$ cat src/rtl/led_trail_pwm_if.sv
// Pattern-in / LED-drive bundle between the LED rotator and led_trail_pwm.
// Ports: pat_in/pat_valid (rotator -> PWM stage); led_out/fade_active (PWM stage -> pins/status).
// master = pattern source (and observer of the drive), slave = led_trail_pwm itself.
interface led_trail_pwm_if #(
   parameter int N_LED = 16
);
   logic [N_LED-1:0] pat_in;
   logic             pat_valid;
   logic [N_LED-1:0] led_out;
   logic             fade_active;

   modport master (
      output pat_in,
      output pat_valid,
      input  led_out,
      input  fade_active
   );

   modport slave (
      input  pat_in,
      input  pat_valid,
      output led_out,
      output fade_active
   );
endinterface

$ cat src/rtl/led_trail_pwm.sv
// Purpose: per-LED PWM with linear fade-out, giving a comet tail behind the rotating LED pattern.
// Latency: pat_valid updates the level on its own edge; led_out follows one edge later.
// Backpressure: none; a strobe is accepted on every clk edge it is high.
//
// Ports: clk, rst (synchronous, active-low), bus (led_trail_pwm_if.slave):
//   bus.pat_in/bus.pat_valid  pattern and strobe from the rotator
//   bus.led_out               registered PWM drive, one bit per LED
//   bus.fade_active           registered, high while any channel level is nonzero
// Build option: define LED_TRAIL_GAMMA_EN for a squared (perceptual) duty curve;
// without it the duty is the level itself and no multiplier is built.
module led_trail_pwm #(
   parameter int N_LED    = 16,
   parameter int PWM_BITS = 8,
   parameter int FADE_DIV = 50000,
   parameter int DECAY    = 16
) (
   input logic            clk,
   input logic            rst,
   led_trail_pwm_if.slave bus
);

   localparam int                  PRESC_W    = (FADE_DIV > 1) ? $clog2(FADE_DIV) : 1;
   localparam logic [PRESC_W-1:0]  PRESC_LAST = PRESC_W'(FADE_DIV - 1);
   localparam logic [PWM_BITS-1:0] LMAX       = '1;
   // Decay step is taken modulo the level width.
   localparam logic [PWM_BITS-1:0] DECAY_W    = PWM_BITS'(DECAY);

   logic [PRESC_W-1:0]  presc_q, presc_d;
   logic                fade_tick;
   logic [PWM_BITS-1:0] pwm_cnt_q, pwm_cnt_d;
   logic [PWM_BITS-1:0] lvl_q [N_LED];
   logic [PWM_BITS-1:0] lvl_d [N_LED];
   logic [PWM_BITS-1:0] duty  [N_LED];
   logic [N_LED-1:0]    led_out_q, led_out_d;
   logic                fade_active_q, fade_active_d;

   // Fade prescaler: one fade_tick per FADE_DIV cycles, first one FADE_DIV
   // cycles after reset release.
   always_comb begin
      fade_tick = (presc_q == PRESC_LAST);
      presc_d   = fade_tick ? '0 : presc_q + 1'b1;
   end

   // PWM period is LMAX cycles (0..LMAX-1), so duty LMAX means solidly on
   // and duty 0 means solidly off.
   always_comb begin
      pwm_cnt_d = (pwm_cnt_q == LMAX - 1'b1) ? '0 : pwm_cnt_q + 1'b1;
   end

   // Level update: a set in the pattern wins over a coincident fade step;
   // a strobe with the bit clear leaves the channel fading.
   always_comb begin
      for (int i = 0; i < N_LED; i++) begin
         lvl_d[i] = lvl_q[i];
         if (bus.pat_valid && bus.pat_in[i]) begin
            lvl_d[i] = LMAX;
         end else if (fade_tick) begin
            lvl_d[i] = (lvl_q[i] > DECAY_W) ? lvl_q[i] - DECAY_W : '0;
         end
      end
   end

   // Level to duty mapping.
`ifdef LED_TRAIL_GAMMA_EN
   logic [2*PWM_BITS-1:0] sq;
   always_comb begin
      sq = '0;
      for (int i = 0; i < N_LED; i++) begin
         sq = {{PWM_BITS{1'b0}}, lvl_q[i]} * {{PWM_BITS{1'b0}}, lvl_q[i]};
         // The square of LMAX falls just short of LMAX after the shift;
         // pin full brightness so freshly lit LEDs do not flicker.
         duty[i] = (lvl_q[i] == LMAX) ? LMAX : PWM_BITS'(sq >> PWM_BITS);
      end
   end
`else
   always_comb begin
      for (int i = 0; i < N_LED; i++) begin
         duty[i] = lvl_q[i];
      end
   end
`endif

   // Registered outputs, driven from the current registered state; this is
   // the one cycle of lag between a level change and the pins/status.
   always_comb begin
      led_out_d     = '0;
      fade_active_d = 1'b0;
      for (int i = 0; i < N_LED; i++) begin
         led_out_d[i] = (pwm_cnt_q < duty[i]);
         if (lvl_q[i] != '0) begin
            fade_active_d = 1'b1;
         end
      end
   end

   always_ff @(posedge clk) begin
      if (!rst) begin
         presc_q       <= '0;
         pwm_cnt_q     <= '0;
         led_out_q     <= '0;
         fade_active_q <= 1'b0;
         for (int i = 0; i < N_LED; i++) begin
            lvl_q[i] <= '0;
         end
      end else begin
         presc_q       <= presc_d;
         pwm_cnt_q     <= pwm_cnt_d;
         led_out_q     <= led_out_d;
         fade_active_q <= fade_active_d;
         for (int i = 0; i < N_LED; i++) begin
            lvl_q[i] <= lvl_d[i];
         end
      end
   end

   assign bus.led_out     = led_out_q;
   assign bus.fade_active = fade_active_q;

endmodule
$ cat src/flat_wrapper.sv
// flat-port wrapper written by rule: the top's interface ports become plain ports
module led_trail_pwm_flat 
#(
   parameter int N_LED    = 16,
   parameter int PWM_BITS = 8,
   parameter int FADE_DIV = 50000,
   parameter int DECAY    = 16
)
  (clk, rst, bus_pat_in, bus_pat_valid, bus_led_out, bus_fade_active);
  led_trail_pwm_if #(.N_LED(N_LED)) bus_i ();
  input logic clk;
  input logic rst;
  input wire logic [$bits(bus_i.pat_in)-1:0] bus_pat_in;
  input wire logic [$bits(bus_i.pat_valid)-1:0] bus_pat_valid;
  output wire logic [$bits(bus_i.led_out)-1:0] bus_led_out;
  output wire logic [$bits(bus_i.fade_active)-1:0] bus_fade_active;
  assign bus_i.pat_in = bus_pat_in;
  assign bus_i.pat_valid = bus_pat_valid;
  assign bus_led_out = bus_i.led_out;
  assign bus_fade_active = bus_i.fade_active;
  led_trail_pwm #(.N_LED(N_LED), .PWM_BITS(PWM_BITS), .FADE_DIV(FADE_DIV), .DECAY(DECAY)) u_core (.clk(clk), .rst(rst), .bus(bus_i));
endmodule
$ cat config.mk
export PLATFORM = sky130hd
export DESIGN_NAME = led_trail_pwm_flat
export DESIGN_NICKNAME = d
export VERILOG_FILES = /design/src/rtl/led_trail_pwm_if.sv /design/src/rtl/led_trail_pwm.sv /design/src/flat_wrapper.sv
export SDC_FILE = /design/constraint.sdc
export NUM_CORES = 1
export LEC_CHECK = 0
export BUFFER_PORTS_ARGS = -buffer_cell sky130_fd_sc_hd__buf_2
export CORE_MARGIN = 3
export CORE_UTILIZATION = 57
export DETAILED_ROUTE_END_ITERATION = 7
export PLACE_DENSITY = 0.77
export SKIP_LAST_GASP = 1
export SLEW_MARGIN = 20
export SYNTH_ARGS = -nofsm -noshare
export SYNTH_HDL_FRONTEND = slang
export SYNTH_SLANG_ARGS = --single-unit
$ cat constraint.sdc
create_clock -name clk -period 1.92 [get_ports clk]
set_clock_uncertainty 0.15 [all_clocks]
set_input_delay 0.096 -clock clk [delete_from_list [all_inputs] [get_ports clk]]
set_output_delay 0.096 -clock clk [all_outputs]
set_load 0.03 [all_outputs]
==> results by group <==
Run status
  – Status: finished clean

Timing
  – Setup violators final: 0
  – Post-route minimum period: 1.92 ns
  – Worst slew margin: 0.538
  – Peak Freq: 0.522 GHz
  – Endpoints failing hold: 0
  – Smallest hold slack: 0.205 ns
  – Setup repair after global routing missed its margin: true
  – Fin. max-slew vios: 0
  – Worst Tran Pin Value: just under 0.7 ns
  – Final worst slack: between 0.003 and 0.004 ns
  – Final cycle utilization of the critical path: 0.998

Synth
  – Synth area leader: dfxtp_1
  – Synth top area share: 0.284
  – Synth cell types: 45
  – Main flop type after synthesis: dfxtp_1
  – Largest cells by area after synthesis: dfxtp_1 28%, ha_1 24%, a31oi_1 4.5%, o21ai_0 4.1%, nand2_1 3.8%
  – Post-synth EDFFs: 0
  – Post-synthesis sequential area ratio: 0.284
  – Synthesized instance count: 1008
  – Mapped Nets: ~1.2k
  – YS warnings: 0
  – Top-count cell post-synth: ha_1
  – Synthesized cell area: 8540 um^2
  – Async SR Flop Fraction: 0
  – Post-synth top cells: 163 x ha_1, 121 x dfxtp_1, 87 x nand2_1, 85 x inv_1, 70 x o21ai_0
  – Synthesized flop and latch total: 121
  – Mean post-synth cell area: 8.47 um^2

Global route
  – Initial antenna violation count: 0
  – Total Routing Usage GR: 0.278
  – GRT overflow: 0
  – Vias in the first global route: 7185
  – Pin count of the biggest net entering global routing: 50
  – Global-route wire length before repair: roughly 37000 um

Worst hold path
  – Hold Path Class: in -> reg

Critical path
  – Reg2Reg Capture Point: u_core.lvl_q[3][7]
  – R2R cell count: 4
  – Critical Path Slowest Stage Cell: or4_1
  – Critical Path End: u_core.lvl_q[3][7]
  – CP Capture Type: register
  – Worst path required time: 2.08 ns
  – CP Max Fanout: 4
  – Flop2flop setup slack: 0.003 ns
  – Worst setup SP type: register
  – Stages on worst setup path: 4
  – CP top delay family: simple AND/OR/NAND/NOR gates
  – FF-to-FF Start: u_core.presc_q[4]
  – Setup CP Type: reg -> reg
  – CP startpoint: u_core.presc_q[4]
  – CP Buf/Inv Count: 0
  – CP cell instances: nor4bb_1, nand4_1, or4_1, o311a_1
  – Max incr delay on CP: 0.53 ns
  – Critical Path AT: around 2.1 ns

Power
  – Max IR drop VDD: 0.774 mV
  – Pleak: 4.39 nW
  – PwrDens: 765 nW/um^2

Die
  – Starting density of the core: 0.585
  – Die span in y: 128 um
  – Core area: around 15000 um^2
  – Die Wd: 128 um
  – Io pins: 36
  – Row cnt: 44
  – Die Area: 16500 um^2

Drt
  – Routed len/inst: 17.7 um
  – Routed Wire Length: 23000 um
  – Vias: slightly below 8k
  – First-pass detailed-route iteration total: 5
  – DRC: 0
  – Vias per inst: 6.01
  – DRT iter0 DRCs: a little under 700
  – Antenna Nets Post-Route: 0

Clocking
  – Clk_lat worst skew: about 0.42 ns
  – Root Driver: clkbuf_16
  – Reg clk slew, reported paths: about 0.060 ns
  – TritonCTS clock tree: yes
  – Clock sinks: approximately 120
  – TritonCTS Buffers: 17
  – H-tree Lvls: 4
  – Clock Path Buffers: 2

Layout
  – Share of cells above drive strength 1: 0.117
  – Final nets: 1284
  – Ant. Diodes: 0
  – Synthesis-to-layout area growth: 18.5%
  – Reg area: 2420 um^2
  – Layout fillers: approximately 1.1k
  – Footprint of the multi-input gates: 5650 um^2

Placement
  – Final HPWL DP: 15600 um
  – GPL Wtd Cong: 0.871
  – Post-Place Setup Slack: around 0.032 ns
  – I/O Buffers: 35

Job
  – Maxcap violations: 0
-- how the worst min path moves through the flow --
| stage | slack [ns] | end | cells after the start | from |
|---|---|---|---|---|
| global placement | 0.27 | u_core.lvl_q[1][5] | 3 | bus_pat_in[1] |
| floorplan | 0.15 | u_core.lvl_q[1][2] | 2 | bus_pat_in[1] |
| CTS | 0.19 | u_core.lvl_q[8][2] | 3 | bus_pat_valid |
| global route | 0.22 | u_core.lvl_q[6][2] | 3 | bus_pat_valid |
| finish | 0.21 | u_core.lvl_q[3][5] | 3 | bus_pat_valid |
| detailed placement | 0.28 | u_core.lvl_q[1][4] | 3 | bus_pat_in[1] |
-- registers in the layout, summed over array words and instances, names as in the netlist --
register and flops:
u_core.pwm_cnt_q 8, u_core.lvl_q 80, u_core.bus.led_out 16, u_core.presc_q 16, u_core.bus.fade_active 1
-- final cells by class --
type / count / area share
multi-input cells: 770 / 0.559
flip-flops and latches: 121 / 0.240
repair buffers: 107 / 0.0849
clock buffers: 20 / 0.0452
inverters: 85 / 0.0316
well taps: 184 / 0.0228
clock inverters: 12 / 0.0170
-- through the flow --
stage                      util  cell area, um^2  total power, mW  cells  setup TNS (ns)
after floorplan               -             8540             3.83   1008               0
after global placement    0.635             9260             4.24   1248               0
after detailed placement  0.635             9260             4.27   1248               0
after CTS                 0.690            10100             7.73   1297               0
after global routing      0.693            10100             8.07   1299          -0.878
final                     0.693            10100             7.74   1299               0
-- metal layers --
metal  global-route usage  routed length, um  up-vias
met5                    0                  0        -
met2                0.458              10600      246
li1                     -                  -     3884
met3               0.0552               1490       26
met1                0.374              10600     3653
met4               0.0705                339        0
-- report_power, final --
part	internal, mW	switching [mW]
Clock	2.23	1.21
Combinational	0.571	0.861
Sequential	2.70	0.158
Total	5.51	2.23
-- logic make-up after synthesis --
family / synth area share
AND/OR/NAND/NOR: 0.200
AO/OA/AOI/OAI: 0.203
adder cells (fa/ha/maj): 0.239
flip-flops: 0.284
buffers and inverters: 0.0561
XOR/XNOR: 0.0185
-- worst register-to-register path: cells and delay by family, from the launching register on --
family | cells | cell delay, ns
and+or+nand+nor | 3 | 1.16
AOI/OAI and AO/OA | 1 | 0.14
DFF | 1 | 0.37
-- cell usage in the layout, fill, tap and decap left out, types with 21 or more instances in the layout --
| cell type | netlist | final |
|---|---|---|
| buf_4 | 3 | 46 |
| nor2b_1 | 30 | 30 |
| buf_2 | 5 | 35 |
| dfxtp_1 | 121 | 119 |
| nand4_1 | 23 | 23 |
| a21o_1 | 31 | 31 |
| a31oi_1 | 61 | 61 |
| nand3_1 | 23 | 23 |
| inv_1 | 85 | 84 |
| nand2_1 | 87 | 87 |
| a21oi_1 | 33 | 33 |
| or3_1 | 34 | 34 |
| nor3_1 | 21 | 21 |
| o21ai_0 | 70 | 70 |
| nor2_1 | 52 | 52 |
| ha_1 | 163 | 162 |
-- timing repair --
action,in CTS,in global routing
endpoints found under the hold margin,75,0
hold buffers,17,0
setup buffers,0,1
gates resized for setup,0,12
setup endpoints to repair,0,59
No activity file was read; power rests on OpenSTA's default activity.
